**config.mk**
```make
export PLATFORM = sky130hd
export DESIGN_NAME = hazard_scoreboard_flat
export DESIGN_NICKNAME = d
export VERILOG_FILES = /design/src/rtl/hazard_scoreboard_if.sv /design/src/rtl/hazard_scoreboard.sv /design/src/flat_wrapper.sv
export SDC_FILE = /design/constraint.sdc
export NUM_CORES = 1
export LEC_CHECK = 0
export BUFFER_PORTS_ARGS = -buffer_cell sky130_fd_sc_hd__buf_4
export CORE_MARGIN = 8
export CORE_UTILIZATION = 45
export CTS_BUF_LIST = sky130_fd_sc_hd__clkbuf_16
export DETAILED_ROUTE_END_ITERATION = 10
export MAX_ROUTING_LAYER = met4
export PLACE_DENSITY = 0.93
export SYNTH_ARGS = -nofsm -noshare
export SYNTH_HDL_FRONTEND = slang
export SYNTH_SLANG_ARGS = --single-unit
export TNS_END_PERCENT = 100
```
**constraint.sdc**
```tcl
create_clock -name clk -period 9.3 [get_ports clk]
set_input_delay 2.79 -clock clk [delete_from_list [all_inputs] [get_ports clk]]
set_output_delay 2.79 -clock clk [all_outputs]
set_load 0.005 [all_outputs]
```
**src/rtl/hazard_scoreboard_if.sv**
```systemverilog
// -----------------------------------------------------------------------------
// hazard_scoreboard_if
// Groups the D-stage hazard inputs and the hazard-unit outputs into one bundle.
//   master : pipeline side, drives the D-stage instruction fields and observes
//            stall / E_flush / scoreboard contents / MDU busy / stall counter.
//   slave  : hazard_scoreboard side.
// Signals:
//   D_rs_addr, D_rt_addr   source registers of the instruction in D
//   D_Tuse_rs, D_Tuse_rt   cycles until D needs each operand (all-ones = never)
//   D_A3, D_Tnew           destination and result latency of the D instruction
//   D_md_start, D_md_div   D starts an MDU operation (div selects long latency)
//   D_md_use               D touches HI/LO or the MDU
//   stall, E_flush         freeze F/D, bubble into D/E
//   E_A3, M_A3             scoreboard destinations
//   E_Tnew, M_Tnew         remaining result latency per stage
//   md_busy                MDU still counting down
//   stall_cnt              stall cycle counter
// -----------------------------------------------------------------------------
interface hazard_scoreboard_if #(
   parameter int ADDR_W = 5,
   parameter int T_W    = 2,
   parameter int CNT_W  = 32
);
   logic [ADDR_W-1:0] D_rs_addr;
   logic [ADDR_W-1:0] D_rt_addr;
   logic [T_W-1:0]    D_Tuse_rs;
   logic [T_W-1:0]    D_Tuse_rt;
   logic [ADDR_W-1:0] D_A3;
   logic [T_W-1:0]    D_Tnew;
   logic              D_md_start;
   logic              D_md_div;
   logic              D_md_use;
   logic              stall;
   logic              E_flush;
   logic [ADDR_W-1:0] E_A3;
   logic [ADDR_W-1:0] M_A3;
   logic [T_W-1:0]    E_Tnew;
   logic [T_W-1:0]    M_Tnew;
   logic              md_busy;
   logic [CNT_W-1:0]  stall_cnt;

   modport master (
      output D_rs_addr, D_rt_addr, D_Tuse_rs, D_Tuse_rt, D_A3, D_Tnew,
             D_md_start, D_md_div, D_md_use,
      input  stall, E_flush, E_A3, M_A3, E_Tnew, M_Tnew, md_busy, stall_cnt
   );

   modport slave (
      input  D_rs_addr, D_rt_addr, D_Tuse_rs, D_Tuse_rt, D_A3, D_Tnew,
             D_md_start, D_md_div, D_md_use,
      output stall, E_flush, E_A3, M_A3, E_Tnew, M_Tnew, md_busy, stall_cnt
   );
endinterface

```
**src/rtl/hazard_scoreboard.sv**
```systemverilog
// -----------------------------------------------------------------------------
// hazard_scoreboard
// Stall unit sitting beside the D stage. Keeps a two-entry scoreboard (E, M)
// holding destination register and remaining Tnew of the instructions already
// issued, plus a countdown timer for the multi-cycle multiply/divide unit.
// From the D-stage Tuse/addresses and the scoreboard it decides, in the same
// cycle, whether D must be held (stall) and a bubble injected into E (E_flush).
// Ports:
//   clk     clock
//   reset   synchronous active-high reset
//   bus     hazard_scoreboard_if.slave (D inputs in, stall/scoreboard out)
// Optional feature:
//   STALL_PERF_CNT_EN  when defined, stall_cnt counts stalled cycles
//                      (saturating); otherwise stall_cnt is tied to zero.
// -----------------------------------------------------------------------------
module hazard_scoreboard #(
   parameter int ADDR_W   = 5,
   parameter int T_W      = 2,
   parameter int MULT_CYC = 5,
   parameter int DIV_CYC  = 10,
   parameter int CNT_W    = 32
) (
   input logic               clk,
   input logic               reset,
   hazard_scoreboard_if.slave bus
);
   localparam int MD_MAX = (MULT_CYC > DIV_CYC) ? MULT_CYC : DIV_CYC;
   localparam int MD_W   = $clog2(MD_MAX + 1);

   localparam logic [ADDR_W-1:0] A_ZERO    = {ADDR_W{1'b0}};
   localparam logic [T_W-1:0]    T_ZERO    = {T_W{1'b0}};
   localparam logic [T_W-1:0]    T_ONE     = T_W'(1'b1);
   localparam logic [T_W-1:0]    T_NEVER   = {T_W{1'b1}};
   localparam logic [MD_W-1:0]   MD_ZERO   = {MD_W{1'b0}};
   localparam logic [MD_W-1:0]   MD_ONE    = MD_W'(1'b1);
   localparam logic [MD_W-1:0]   MULT_LOAD = MD_W'(MULT_CYC);
   localparam logic [MD_W-1:0]   DIV_LOAD  = MD_W'(DIV_CYC);

   // Scoreboard slots and MDU timer
   logic [ADDR_W-1:0] e_a3_r;
   logic [T_W-1:0]    e_tnew_r;
   logic              e_md_r;
   logic              e_div_r;
   logic [ADDR_W-1:0] m_a3_r;
   logic [T_W-1:0]    m_tnew_r;
   logic [MD_W-1:0]   md_cnt_r;

   logic              md_busy_s;
   logic              data_stall_s;
   logic              md_stall_s;
   logic              stall_s;

   // A producer blocks a consumer only if it writes the same non-zero register
   // and its result arrives later than the consumer needs it.
   function automatic logic hazard_f(
      input logic [ADDR_W-1:0] src_addr,
      input logic [T_W-1:0]    tuse,
      input logic [ADDR_W-1:0] slot_a3,
      input logic [T_W-1:0]    slot_tnew
   );
      logic hit;
      hit = (slot_a3 == src_addr) && (src_addr != A_ZERO) &&
            (tuse != T_NEVER) && (slot_tnew > tuse);
      return hit;
   endfunction

   assign md_busy_s = (md_cnt_r != MD_ZERO);

   // Zero-latency stall decision from the D inputs and current scoreboard
   always_comb begin
      data_stall_s = 1'b0;
      md_stall_s   = 1'b0;
      stall_s      = 1'b0;
      data_stall_s = hazard_f(bus.D_rs_addr, bus.D_Tuse_rs, e_a3_r, e_tnew_r) |
                     hazard_f(bus.D_rt_addr, bus.D_Tuse_rt, e_a3_r, e_tnew_r) |
                     hazard_f(bus.D_rs_addr, bus.D_Tuse_rs, m_a3_r, m_tnew_r) |
                     hazard_f(bus.D_rt_addr, bus.D_Tuse_rt, m_a3_r, m_tnew_r);
      // The MDU is unavailable both while its start is sitting in E and while
      // the countdown is running.
      md_stall_s   = bus.D_md_use & (e_md_r | md_busy_s);
      stall_s      = data_stall_s | md_stall_s;
   end

   // Scoreboard advance: E ages into M, D (or a bubble) enters E
   always_ff @(posedge clk) begin
      if (reset) begin
         e_a3_r   <= A_ZERO;
         e_tnew_r <= T_ZERO;
         e_md_r   <= 1'b0;
         e_div_r  <= 1'b0;
         m_a3_r   <= A_ZERO;
         m_tnew_r <= T_ZERO;
      end else begin
         m_a3_r   <= e_a3_r;
         m_tnew_r <= (e_tnew_r == T_ZERO) ? T_ZERO : (e_tnew_r - T_ONE);
         if (stall_s) begin
            e_a3_r   <= A_ZERO;
            e_tnew_r <= T_ZERO;
            e_md_r   <= 1'b0;
            e_div_r  <= 1'b0;
         end else begin
            e_a3_r   <= bus.D_A3;
            // A non-writing instruction can never be a producer.
            e_tnew_r <= (bus.D_A3 == A_ZERO) ? T_ZERO : bus.D_Tnew;
            e_md_r   <= bus.D_md_start;
            e_div_r  <= bus.D_md_start & bus.D_md_div;
         end
      end
   end

   // MDU countdown, loaded when the MDU start leaves E
   always_ff @(posedge clk) begin
      if (reset) begin
         md_cnt_r <= MD_ZERO;
      end else if (e_md_r) begin
         md_cnt_r <= e_div_r ? DIV_LOAD : MULT_LOAD;
      end else if (md_cnt_r != MD_ZERO) begin
         md_cnt_r <= md_cnt_r - MD_ONE;
      end else begin
         md_cnt_r <= MD_ZERO;
      end
   end

   assign bus.stall   = stall_s;
   assign bus.E_flush = stall_s;
   assign bus.E_A3    = e_a3_r;
   assign bus.M_A3    = m_a3_r;
   assign bus.E_Tnew  = e_tnew_r;
   assign bus.M_Tnew  = m_tnew_r;
   assign bus.md_busy = md_busy_s;

`ifdef STALL_PERF_CNT_EN
   localparam logic [CNT_W-1:0] CNT_ZERO = {CNT_W{1'b0}};
   localparam logic [CNT_W-1:0] CNT_ONE  = CNT_W'(1'b1);
   localparam logic [CNT_W-1:0] CNT_MAX  = {CNT_W{1'b1}};

   logic [CNT_W-1:0] stall_cnt_r;

   // Saturating count of stalled cycles
   always_ff @(posedge clk) begin
      if (reset) begin
         stall_cnt_r <= CNT_ZERO;
      end else if (stall_s && (stall_cnt_r != CNT_MAX)) begin
         stall_cnt_r <= stall_cnt_r + CNT_ONE;
      end else begin
         stall_cnt_r <= stall_cnt_r;
      end
   end

   assign bus.stall_cnt = stall_cnt_r;
`else
   assign bus.stall_cnt = {CNT_W{1'b0}};
`endif

endmodule
```
**src/flat_wrapper.sv**
```systemverilog
// flat-port wrapper written by rule: the top's interface ports become plain ports
module hazard_scoreboard_flat 
#(
   parameter int ADDR_W   = 5,
   parameter int T_W      = 2,
   parameter int MULT_CYC = 5,
   parameter int DIV_CYC  = 10,
   parameter int CNT_W    = 32
)
  (clk, reset, bus_D_rs_addr, bus_D_rt_addr, bus_D_Tuse_rs, bus_D_Tuse_rt, bus_D_A3, bus_D_Tnew, bus_D_md_start, bus_D_md_div, bus_D_md_use, bus_stall, bus_E_flush, bus_E_A3, bus_M_A3, bus_E_Tnew, bus_M_Tnew, bus_md_busy, bus_stall_cnt);
  hazard_scoreboard_if #(.ADDR_W(ADDR_W), .T_W(T_W), .CNT_W(CNT_W)) bus_i ();
  input logic clk;
  input logic reset;
  input wire logic [$bits(bus_i.D_rs_addr)-1:0] bus_D_rs_addr;
  input wire logic [$bits(bus_i.D_rt_addr)-1:0] bus_D_rt_addr;
  input wire logic [$bits(bus_i.D_Tuse_rs)-1:0] bus_D_Tuse_rs;
  input wire logic [$bits(bus_i.D_Tuse_rt)-1:0] bus_D_Tuse_rt;
  input wire logic [$bits(bus_i.D_A3)-1:0] bus_D_A3;
  input wire logic [$bits(bus_i.D_Tnew)-1:0] bus_D_Tnew;
  input wire logic [$bits(bus_i.D_md_start)-1:0] bus_D_md_start;
  input wire logic [$bits(bus_i.D_md_div)-1:0] bus_D_md_div;
  input wire logic [$bits(bus_i.D_md_use)-1:0] bus_D_md_use;
  output wire logic [$bits(bus_i.stall)-1:0] bus_stall;
  output wire logic [$bits(bus_i.E_flush)-1:0] bus_E_flush;
  output wire logic [$bits(bus_i.E_A3)-1:0] bus_E_A3;
  output wire logic [$bits(bus_i.M_A3)-1:0] bus_M_A3;
  output wire logic [$bits(bus_i.E_Tnew)-1:0] bus_E_Tnew;
  output wire logic [$bits(bus_i.M_Tnew)-1:0] bus_M_Tnew;
  output wire logic [$bits(bus_i.md_busy)-1:0] bus_md_busy;
  output wire logic [$bits(bus_i.stall_cnt)-1:0] bus_stall_cnt;
  assign bus_i.D_rs_addr = bus_D_rs_addr;
  assign bus_i.D_rt_addr = bus_D_rt_addr;
  assign bus_i.D_Tuse_rs = bus_D_Tuse_rs;
  assign bus_i.D_Tuse_rt = bus_D_Tuse_rt;
  assign bus_i.D_A3 = bus_D_A3;
  assign bus_i.D_Tnew = bus_D_Tnew;
  assign bus_i.D_md_start = bus_D_md_start;
  assign bus_i.D_md_div = bus_D_md_div;
  assign bus_i.D_md_use = bus_D_md_use;
  assign bus_stall = bus_i.stall;
  assign bus_E_flush = bus_i.E_flush;
  assign bus_E_A3 = bus_i.E_A3;
  assign bus_M_A3 = bus_i.M_A3;
  assign bus_E_Tnew = bus_i.E_Tnew;
  assign bus_M_Tnew = bus_i.M_Tnew;
  assign bus_md_busy = bus_i.md_busy;
  assign bus_stall_cnt = bus_i.stall_cnt;
  hazard_scoreboard #(.ADDR_W(ADDR_W), .T_W(T_W), .MULT_CYC(MULT_CYC), .DIV_CYC(DIV_CYC), .CNT_W(CNT_W)) u_core (.clk(clk), .reset(reset), .bus(bus_i));
endmodule
```
# Word level (Yosys, flattened, before mapping)
# Cells that the tools add are included.
dict set report classes {
  add_sub_neg 2
  n_lt_le_gt_ge 4
  eq_ne 6
  n_mux 3
  bitwise_logic 7
  reduce_logical 20
}
# op count
set op_table {}
lappend op_table {{== test 5 bit} 4}
lappend op_table {{logical AND 1 bit} 12}
lappend op_table {{2-to-1 mux 4 bit} 3}
lappend op_table {{nonzero test 5 bit} 2}
lappend op_table {{greater-than comparator 2 bit} 4}
lappend op_table {{logical NOT 5 bit} 1}
lappend op_table {{bitwise OR 1 bit} 5}
lappend op_table {{inequality test 2 bit (second input constant)} 2}
lappend op_table {{nonzero test 4 bit} 1}
lappend op_table {{OR reduction 2 bit} 2}
lappend op_table {{subtractor 4 x 1 -> 4 bit (second input constant)} 1}
lappend op_table {{OR reduction 3 bit} 1}
lappend op_table {{AND 1 bit} 2}
lappend op_table {{logical NOT 2 bit} 1}
lappend op_table {{subtractor 2 x 1 -> 2 bit (second input constant)} 1}
dict set report totals {
  reg_bits 20
  inputBits 26
  output_inout_bits 49
  word_cells 49
}

# Longest topological paths before layout
# Gate-level depths: netlist of run 1.
dict set report depth {
  word_depth 9
  mapped_depth 8
  mapped_depth_nobuf 8
}

# Worst setup path after synthesis of run 1
# Ideal clock, no wire load.
dict set report synth_timing {
  path_type {input port to output port}
  start {input bus_D_Tuse_rt[1]}
  end {output bus_stall}
  t_arrival_ns 4.122
  required_ns 6.510
  setup_slack_ns 2.388
  path_stages 6
  n_path_buf 1
  path_cell_list {inv_1 > ha_1 > a2111oi_0 > a21oi_1 > o221ai_4 > buf_4}
}
dict set report synth_via {
  elab_chain_len 7
  word_cells_on_any_way 11
  cone_classes {2 x order compare; 1 x eq/ne; 4 x bitwise; 4 x reduce/logical}
}
# element line_no
set synth_rtl {}
lappend synth_rtl {{from (decl)} flat_wrapper.sv:17} ;# input wire logic [$bits(bus_i.D_Tuse_rt)-1:0] bus_D_Tuse_rt;
lappend synth_rtl {{inequality test 2 bit} hazard_scoreboard.sv:63} ;# (tuse != T_NEVER) && (slot_tnew > tuse);
lappend synth_rtl {{logical AND 1 bit} hazard_scoreboard.sv:62} ;# hit = (slot_a3 == src_addr) && (src_addr != A_ZERO) &&
lappend synth_rtl {{logical AND 1 bit} hazard_scoreboard.sv:63}
lappend synth_rtl {{bitwise OR 1 bit} hazard_scoreboard.sv:74} ;# data_stall_s = hazard_f(bus.D_rs_addr, bus.D_Tuse_rs, e_a3_r, e_tnew_r) |
lappend synth_rtl {{bitwise OR 1 bit} hazard_scoreboard.sv:75} ;# hazard_f(bus.D_rt_addr, bus.D_Tuse_rt, e_a3_r, e_tnew_r) |
lappend synth_rtl {{bitwise OR 1 bit *} hazard_scoreboard.sv:76} ;# hazard_f(bus.D_rs_addr, bus.D_Tuse_rs, m_a3_r, m_tnew_r) |
lappend synth_rtl {{bitwise OR 1 bit *} hazard_scoreboard.sv:81} ;# stall_s = data_stall_s | md_stall_s;
lappend synth_rtl {{to (decl)} flat_wrapper.sv:23} ;# output wire logic [$bits(bus_i.stall)-1:0] bus_stall;
# Every way passes the cells marked *; elsewhere a longest branch is shown, timed or not.

# Worst setup path after layout of run 1
dict set report layout_timing {
  start {input bus_D_Tuse_rs[1]}
  end {output bus_E_flush}
}
dict set report layout_via {
  elab_chain_len 7
  word_cells_on_any_way 11
  cone_classes {2 x order compare; 1 x eq/ne; 4 x bitwise; 4 x reduce/logical}
}
# element line_no
set layout_rtl {}
lappend layout_rtl {{from (decl)} flat_wrapper.sv:16} ;# input wire logic [$bits(bus_i.D_Tuse_rs)-1:0] bus_D_Tuse_rs;
lappend layout_rtl {{inequality test 2 bit} hazard_scoreboard.sv:63}
lappend layout_rtl {{logical AND 1 bit} hazard_scoreboard.sv:62}
lappend layout_rtl {{logical AND 1 bit} hazard_scoreboard.sv:63}
lappend layout_rtl {{bitwise OR 1 bit} hazard_scoreboard.sv:74}
lappend layout_rtl {{bitwise OR 1 bit *} hazard_scoreboard.sv:75}
lappend layout_rtl {{bitwise OR 1 bit *} hazard_scoreboard.sv:76}
lappend layout_rtl {{bitwise OR 1 bit *} hazard_scoreboard.sv:81}
lappend layout_rtl {{to (decl)} flat_wrapper.sv:24} ;# output wire logic [$bits(bus_i.E_flush)-1:0] bus_E_flush;
# Marks and branches as above.

==> flow_metrics.env, run 1 <==
export IMPL_cp_max_fo=11
export IMPL_whs_endpoint="u_core.bus.M_Tnew[0]"
export IMPL_die_area_um2=5070
export IMPL_grt_overflow=0
export IMPL_critPathMaxStageDelay_ps=440
export IMPL_critPathTopFamily="compound AO/OA/AOI/OAI gates"
export IMPL_min_from="u_core.bus.E_Tnew[0]"
export IMPL_fp_dieH_um=71.2
export IMPL_rr_startpoint="u_core.bus.E_Tnew[0]"
export IMPL_crit_buf_inv=3
export IMPL_use_met1_pct=14.4
export IMPL_crit_type="input port to primary output"
export IMPL_area_delta_synth_final_pct=23.2
export IMPL_gp_congestion=0.878
export IMPL_max_slew_margin_pct=68.1
export IMPL_wl_mm=3.23
export IMPL_leakage_nw=0.816
export IMPL_r2r_slack_ps=7310
export IMPL_dr_pass1_iters=3
export IMPL_cts_tree="yes"
export IMPL_wl_per_cell_um=13.9
export IMPL_finalHoldViolations=0
export IMPL_holdCritPathClass="register to register"
export IMPL_worst_setup_path_end_kind="primary output"
export IMPL_path_clk_slew_ps=50
export IMPL_pwr_share_seq_pct=36.3
export IMPL_reg2regPathDepth=6
export IMPL_nNetsFinal=235
export IMPL_grt_max_degree=21
export IMPL_finalCritPeriodShare_pct=77.6
export IMPL_drive_above_1_share_pct=25.1
export IMPL_hpwl_mm=2.69
export IMPL_postCtsResizedCells=0
export IMPL_drt_iter0_drc=23
export IMPL_fillers=273
export IMPL_port_buffers=42
export IMPL_drv_cap=0
export IMPL_powerDensity_nw_per_um2=164
export IMPL_setup_tns_ps=0
export IMPL_run_status="finished clean"
export IMPL_cts_hold_buffers=0
export IMPL_rr_endpoint="u_core.bus.E_A3[3]"
export IMPL_grt_pass1_vias=1160
export IMPL_initial_utilization_pct=46.1
export IMPL_cts_path_max_buffers=2
export IMPL_synth_warnings=0
export IMPL_cts_made_buffers=3
export IMPL_p_sw_share_pct=24.6
export IMPL_cts_max_level=1
export IMPL_grt_busiest_layer="met2"
export IMPL_cts_root_buf="clkbuf_16"
export IMPL_syn_mean_instance_area_um2=8.69
export IMPL_grt_pass1_wl_mm=5.32
export IMPL_insertion_delay_ps=250
export IMPL_post_cts_buffers=0
export IMPL_drc=0
export IMPL_ir_drop_mv=0.124
export IMPL_synth_area_um2=1370
export IMPL_hold_depth=1
export IMPL_netlist_instances=158
export IMPL_maxSlewViolCount=0
export IMPL_die_x_um=71.2
export IMPL_setup_viol=0
export IMPL_rsz0062_at_grt="no"
export IMPL_met2_usage_pct=20.9
export IMPL_crit_arrival_ps=4430
export IMPL_crit_slowest_cell="a2111oi_0"
export IMPL_postRouteAntennaNets=0
export IMPL_grtUsageMet3_pct=4.60
export IMPL_cp_required_ps=6510
export IMPL_period_needed_ps=7220
export IMPL_via_per_inst=4.78
export IMPL_cp_start_kind="input port"
export IMPL_ioPinCount=75
export IMPL_combPwrFrac_pct=21.8
export IMPL_switching_power_uw=68.2
export IMPL_yosys_register_bits=20
export IMPL_fmax_mhz=139
export IMPL_crit_chain="buf_4 > inv_1 > ha_1 > a21oi_1 > a2111oi_0 > a21oi_1 > o221ai_4 > buf_4"
export IMPL_grt_usage_pct=13.2
export IMPL_rows=20
export IMPL_p_int_uw=209
export IMPL_core_area_um2=2980
export IMPL_skew_ps=2.02
export IMPL_cts_sinks=20
export IMPL_pwr_share_clk_pct=41.8
export IMPL_yosysSeqAreaShare_pct=29.2
export IMPL_worst_pin_slew_ps=467
export IMPL_antenna_cells=0
export IMPL_p_total_uw=277
export IMPL_via_count=1110
export IMPL_antenna_found_initial=0
export IMPL_ys_types=26
==> layout by cell type, fill, tap and decap left out, drive strengths merged <==
cell type	synthesis	layout
buf	33	42
conb	1	32
dfxtp	20	20
xor2	14	14
inv	10	10
nor3	10	10
ha	9	9
a21oi	8	8
nand2	8	8
nor3b	7	7
xnor2	6	6
nor2b	6	6
nor2	5	5
o21ai	4	4
clkbuf	3	3
a2111oi	2	2
nand4	2	2
nor4	2	2
or4	2	2
or2b	1	1
o221ai	1	1
nor4b	1	1
a211oi	1	1
a221oi	1	1
a22oi	1	1
bufinv	0	1
==> power by group through the flow <==
stage / Sequential, mW / Clock (mW) / Combinational (mW)
2_1_floorplan: 0.100 / 0 / 0.0443
4_1_cts: 0.101 / 0.118 / 0.0605
6_report: 0.101 / 0.116 / 0.0605
5_1_grt: 0.102 / 0.122 / 0.0682
3_5_place_dp: 0.102 / 0 / 0.0602
3_3_place_gp: 0.102 / 0 / 0.0583
==> logic make-up after synthesis <==
family | synth area share (%)
AOI/OAI and AO/OA | 10.1
xor gates and xnor gates | 12.8
adders and majority gates | 8.20
buffers and inverters | 21.6
DFF | 29.2
other | 0.273
and+or+nand+nor | 17.9
==> sequential cells by signal (all words and copies together), names as in the netlist <==
name / flops
u_core.bus.E_A3: 5
u_core.bus.M_Tnew: 2
u_core.e_md_r: 1
u_core.e_div_r: 1
u_core.bus.M_A3: 5
u_core.bus.E_Tnew: 2
u_core.md_cnt_r: 4
==> metrics by stage <==
step | hold WS [ps] | area (µm²) | instances | utilization (%) | setup WS [ps]
final | 436 | 1690 | 232 | 56.8 | 2080
after global routing | 482 | 1690 | 232 | 56.8 | 1940
after CTS | 437 | 1690 | 232 | 56.8 | 2100
after detailed placement | 428 | 1590 | 228 | 53.3 | 2110
after global placement | 428 | 1590 | 228 | 53.3 | 2150
after floorplan | 436 | 1490 | 189 | - | 2390
==> synthesized netlist by cell type, drive strengths merged <==
cell type,number,area share (%)
buf,33,18
dfxtp,20,29
xor2,14,8.9
inv,10,2.7
nor3,10,3.6
ha,9,8.2
a21oi,8,2.9
nand2,8,2.2
nor3b,7,3.8
nor2b,6,2.7
xnor2,6,3.8
nor2,5,1.4
o21ai,4,2.3
clkbuf,3,0.82
a2111oi,2,1.3
nand4,2,0.91
nor4,2,0.91
or4,2,1.1
a211oi,1,0.55
a221oi,1,0.64
a22oi,1,0.55
conb,1,0.27
nor4b,1,0.64
o221ai,1,1.9
or2b,1,0.55
==> routing by layer <==
metal	wire length [µm]	up-vias
met3	263	9
met5	0	-
met4	74	0
li1	-	550
met1	1330	500
met2	1560	51
==> cell type report <==
class | count | area (µm²) | area share (%)
clock buffers | 3 | 75.1 | 4.44
clock inverters | 1 | 30.0 | 1.78
inverters | 10 | 37.5 | 2.22
multi-input cells | 123 | 792 | 46.8
flip-flops and latches | 20 | 400 | 23.7
well taps | 33 | 41.3 | 2.44
repair buffers | 42 | 315 | 18.6
==> worst max-delay path by stage <==
stage | start | end | slack [ps] | cells after the start
after floorplan | bus_D_Tuse_rt[1] | bus_stall | 2390 | 6
final | bus_D_Tuse_rs[1] | bus_E_flush | 2080 | 8
after detailed placement | bus_D_Tuse_rt[1] | bus_E_flush | 2110 | 8
after global routing | bus_D_Tuse_rt[1] | bus_E_flush | 1940 | 8
after CTS | bus_D_Tuse_rs[1] | bus_E_flush | 2100 | 8
after global placement | bus_D_Tuse_rs[1] | bus_stall | 2150 | 8
==> worst reg2reg max path: stages, from the launching register on <==
cell and delay (ps):
dfxtp_1 340, inv_1 90, ha_1 290, a2111oi_0 490, a21oi_1 190, o221ai_4 350
nor3b_1 110
Power figures use the tool's default switching activity.
==> run 2, diff against run 1 <==
Settings changed: CORE_UTILIZATION 45 to 40, PLACE_DENSITY 0.93 to 0.88.
Clock period 9.3 ns to 5.8 ns, I/O delays scaled along.
==> run 2 against run 1 <==
Net effect: first-iteration DRC count rose by 26%; critical path depth did not move; register-to-register slack got worse by 3400 ps; clock skew rose by 2.2 ps; hold slack improved by 3.8 ps; utilization fell by 6.1 points; sequential power rose by 59%; largest cell class unchanged.
==> flow_metrics.env, run 2 (synthesis results as in run 1) <==
export IMPL_run_status="finished clean"
export IMPL_drive_above_1_share_pct=24.7
export IMPL_fmax_mhz=197
export IMPL_finalCritPeriodShare_pct=87.3
export IMPL_fp_dieH_um=74.6
export IMPL_wl_mm=3.21
export IMPL_fin_hold_ws_ps=440
export IMPL_holdCritPathClass="register to register"
export IMPL_ir_drop_mv=0.158
export IMPL_crit_slowest_cell="a2111oi_0"
export IMPL_period_needed_ps=5070
export IMPL_crit_type="input port to primary output"
export IMPL_worst_setup_path_end_kind="primary output"
export IMPL_die_area_um2=5560
export IMPL_grt_pass1_vias=1073
export IMPL_final_core_util_pct=50.7
export IMPL_crit_buf_inv=3
export IMPL_powerDensity_nw_per_um2=234
export IMPL_cts_sinks=20
export IMPL_setup_viol=0
export IMPL_post_cts_buffers=0
export IMPL_drv_cap=0
export IMPL_final_cell_mix="buf_4 (42), conb_1 (32), dfxtp_1 (20)"
export IMPL_drc=0
export IMPL_insertion_delay_ps=250
export IMPL_skew_ps=4.21
export IMPL_path_clk_slew_ps=50
export IMPL_critPathTopFamily="compound AO/OA/AOI/OAI gates"
export IMPL_crit_chain="buf_4 > inv_1 > ha_1 > a21oi_1 > a2111oi_0 > a21oi_1 > o221ai_4 > buf_4"
export IMPL_cp_required_ps=4060
export IMPL_cts_root_buf="clkbuf_16"
export IMPL_rows=21
export IMPL_fillers=341
export IMPL_grt_usage_pct=11.2
export IMPL_maxSlewViolCount=0
export IMPL_cp_max_fo=11
export IMPL_gp_congestion=0.885
export IMPL_ioPinCount=75
export IMPL_antenna_cells=0
export IMPL_leakage_nw=0.802
export IMPL_cts_max_level=1
export IMPL_grt_max_degree=21
export IMPL_drt_iter0_drc=29
export IMPL_via_count=1111
export IMPL_die_x_um=74.6
export IMPL_finalWorstSetupSlack_ps=735
export IMPL_port_buffers=42
export IMPL_wl_per_cell_um=13.1
export IMPL_cts_path_max_buffers=2
export IMPL_final_area_um2=1680
export IMPL_area_delta_synth_final_pct=22.2
export IMPL_nNetsFinal=235
export IMPL_postPlaceCellArea_um2=1600
export IMPL_postRouteAntennaNets=0
export IMPL_critPathMaxStageDelay_ps=370
export IMPL_postCtsResizedCells=0
export IMPL_setup_tns_ps=0
export IMPL_core_area_um2=3310
export IMPL_grt_overflow=0
export IMPL_cts_tree="yes"
export IMPL_via_per_inst=4.55
export IMPL_cts_hold_buffers=0
export IMPL_dr_pass1_iters=4
export IMPL_final_common_cell="buf_4"
export IMPL_finalHoldViolations=0
export IMPL_cp_start_kind="input port"
export IMPL_initial_utilization_pct=41.5
export IMPL_cts_made_buffers=3
export IMPL_grt_pass1_wl_mm=4.76
export IMPL_antenna_found_initial=0
export IMPL_hpwl_mm=2.76
export IMPL_place_ws_ps=762
export IMPL_rsz0062_at_grt="no"
export IMPL_crit_arrival_ps=3330
-- run 2: cell count changes in the layout (fill, tap and decap cells not counted) --
cell       before  now
bufinv_16       1    0
-- run 2: worst reg2reg max path: cells and delay by family (launching register included) --
family          cells  cell delay (ps)
fa+ha+maj           1              290
compound gates      3              940
buf+inv             1               90
flops               1              340
simple gates        1              120
-- run 2: through the flow --
step / cells / power [mW]
6_report: 244 / 0.393
5_1_grt: 244 / 0.413
4_1_cts: 244 / 0.395
3_5_place_dp: 241 / 0.260
3_3_place_gp: 241 / 0.257
2_1_floorplan: 189 / 0.231
-- run 2: area by class of cell --
class                           instances  area [µm²]  share of cell area [%]
Clock buffer                            3        75.1                    4.47
Inverter                               10        37.5                    2.24
Multi-Input combinational cell        123         792                    47.2
Sequential cell                        20         400                    23.9
Tap cell                               46        57.6                    3.43
Timing Repair Buffer                   42         315                    18.8
-- run 2: routing by layer --
| layer | GRT usage [%] | part of all wire [%] | vias up |
|---|---|---|---|
| li1 | - | - | 549 |
| met1 | 12.6 | 40 | 506 |
| met2 | 19.1 | 48 | 51 |
| met3 | 2.29 | 10 | 5 |
| met4 | 3.91 | 1.2 | 0 |
| met5 | - | 0 | - |
-- run 2: final timing paths --
kind | from | endpoint | slack (ps) | cells after the start
worst max-delay path | bus_D_Tuse_rt[1] | bus_E_flush | 730 | 8
worst min-delay path | u_core.bus.E_Tnew[0] | u_core.bus.M_Tnew[0] | 440 | 1
worst max register to register | u_core.bus.E_Tnew[0] | u_core.bus.E_A3[2] | 3890 | 6
worst min register to register | u_core.bus.E_Tnew[0] | u_core.bus.M_Tnew[0] | 440 | 1
-- run 2: where the power goes --
part	switching [mW]	internal [mW]	total [mW]
sequential	0.0132	0.148	0.161
combinational	0.0465	0.0500	0.0964
clock	0.0450	0.0907	0.136
total	0.105	0.289	0.393
==> run 3, diff against run 2 <==
Settings changed: CORE_ASPECT_RATIO set to 1.2, RECOVER_POWER set to 50.
==> run 3 against run 2 <==
Net effect: combinational power about the same; highest routed layer unchanged; sequential power hardly changed; via count up 1.3%; hold slack got worse by 3.1 ps; flip-flop and latch count unchanged; count of clock-buffer cells in the layout did not move; final cell count down 3.3%; first-iteration DRC count down 6.9%.
==> flow_metrics.env, run 3 (synthesis results as in run 1) <==
export IMPL_worst_pin_slew_ps=844
export IMPL_run_status="finished clean"
export IMPL_grt_overflow=0
export IMPL_cts_max_level=1
export IMPL_cts_hold_buffers=0
export IMPL_cp_start_kind="input port"
export IMPL_finalHoldViolations=0
export IMPL_drv_cap=0
export IMPL_fillers=305
export IMPL_die_area_um2=5570
export IMPL_cts_root_buf="clkbuf_16"
export IMPL_max_slew_margin_pct=43.7
export IMPL_die_x_um=69.5
export IMPL_hpwl_mm=2.77
export IMPL_antenna_found_initial=0
export IMPL_period_needed_ps=5150
export IMPL_insertion_delay_ps=250
export IMPL_crit_type="input port to primary output"
export IMPL_powerDensity_nw_per_um2=262
export IMPL_post_cts_buffers=0
export IMPL_path_clk_slew_ps=50
export IMPL_grt_max_degree=21
export IMPL_dp_cells=232
export IMPL_cp_max_fo=11
export IMPL_skew_ps=5.86
export IMPL_ir_drop_mv=0.265
export IMPL_dr_pass1_iters=4
export IMPL_postPlaceCellArea_um2=1590
export IMPL_port_buffers=42
export IMPL_final_area_um2=1690
export IMPL_rows=23
export IMPL_drt_iter0_drc=27
export IMPL_setup_tns_ps=0
export IMPL_via_count=1125
export IMPL_wl_mm=3.22
export IMPL_postCtsResizedCells=0
export IMPL_drc=0
export IMPL_ioPinCount=75
export IMPL_fp_dieH_um=80.2
export IMPL_leakage_nw=0.801
export IMPL_cts_sinks=20
export IMPL_cts_path_max_buffers=2
export IMPL_instances_no_fill=236
export IMPL_antenna_cells=0
export IMPL_via_per_inst=4.77
export IMPL_setup_viol=0
export IMPL_rsz0062_at_grt="no"
export IMPL_wl_per_cell_um=13.6
export IMPL_postRouteAntennaNets=0
export IMPL_cts_tree="yes"
export IMPL_grt_pass1_vias=1157
export IMPL_cts_made_buffers=3
export IMPL_grt_usage_pct=11.5
export IMPL_gp_congestion=0.781
export IMPL_maxSlewViolCount=0
export IMPL_initial_utilization_pct=41.5
export IMPL_drive_above_1_share_pct=23.6
export IMPL_holdCritPathClass="register to register"
export IMPL_area_delta_synth_final_pct=22.8
export IMPL_crit_arrival_ps=3410
export IMPL_nNetsFinal=235
export IMPL_grt_pass1_wl_mm=5.08
export IMPL_core_area_um2=3310
export IMPL_final_core_util_pct=50.9
export IMPL_worst_setup_path_end_kind="primary output"
export IMPL_finalCritPeriodShare_pct=88.7
export IMPL_final_cell_mix="buf_4 (34), conb_1 (32), dfxtp_1 (20)"
export IMPL_cp_required_ps=4060
export IMPL_final_common_cell="buf_4"
export IMPL_fmax_mhz=194
[run 3: changes by cell type in the layout (fill, tap and decap cells not counted)]
cell | previous run | this run
buf_1 | 0 | 1
buf_4 | 42 | 34
bufinv_16 | 0 | 1
clkbuf_1 | 0 | 2
clkbuf_4 | 0 | 5
[run 3: final cells by class]
| type | count | area [µm²] | area share (%) |
|---|---|---|---|
| clock buffer | 3 | 75.1 | 4.45 |
| clock inverter | 1 | 30.0 | 1.78 |
| inverter | 10 | 37.5 | 2.23 |
| multi-input combinational | 123 | 792 | 47.0 |
| sequential | 20 | 400 | 23.8 |
| tap | 37 | 46.3 | 2.75 |
| timing repair buffer | 42 | 304 | 18.0 |
[run 3: worst paths after layout]
check / to / slack, ps / cells past startpoint / startpoint
setup / recovery: bus_E_flush / 650 / 8 / bus_D_Tuse_rt[1]
hold / removal: u_core.bus.M_Tnew[0] / 440 / 1 / u_core.bus.E_Tnew[0]
setup reg to reg: u_core.bus.E_A3[2] / 3790 / 6 / u_core.bus.E_Tnew[0]
hold reg to reg: u_core.bus.M_Tnew[0] / 440 / 1 / u_core.bus.E_Tnew[0]
[run 3: report_power, final]
group | total [mW] | switching, mW | leakage (nW) | internal [mW]
clock | 0.185 | 0.0486 | 0.0511 | 0.137
combinational | 0.0964 | 0.0474 | 0.586 | 0.0490
sequential | 0.161 | 0.0125 | 0.164 | 0.148
[run 3: critical path, cell delays in order]
cell and delay [ps]:
buf_4 80, inv_1 40, ha_1 280, a21oi_1 60, a2111oi_0 450, a21oi_1 190
o221ai_4 360, buf_4 180
[run 3: metal layers]
metal	track usage, %	vias to the layer above	wire length, µm
li1	-	549	-
met1	10.8	517	1210
met2	19.6	53	1620
met3	5.30	6	323
met4	5.75	0	68
met5	-	-	0
[run 3: through the flow]
step                setup slack, ps  power (mW)  hold slack (ps)
floorplan                       988       0.231              436
global placement                701       0.257              433
detailed placement              642       0.260              433
CTS                             643       0.446              440
global route                    472       0.467              450
finish                          654       0.442              437
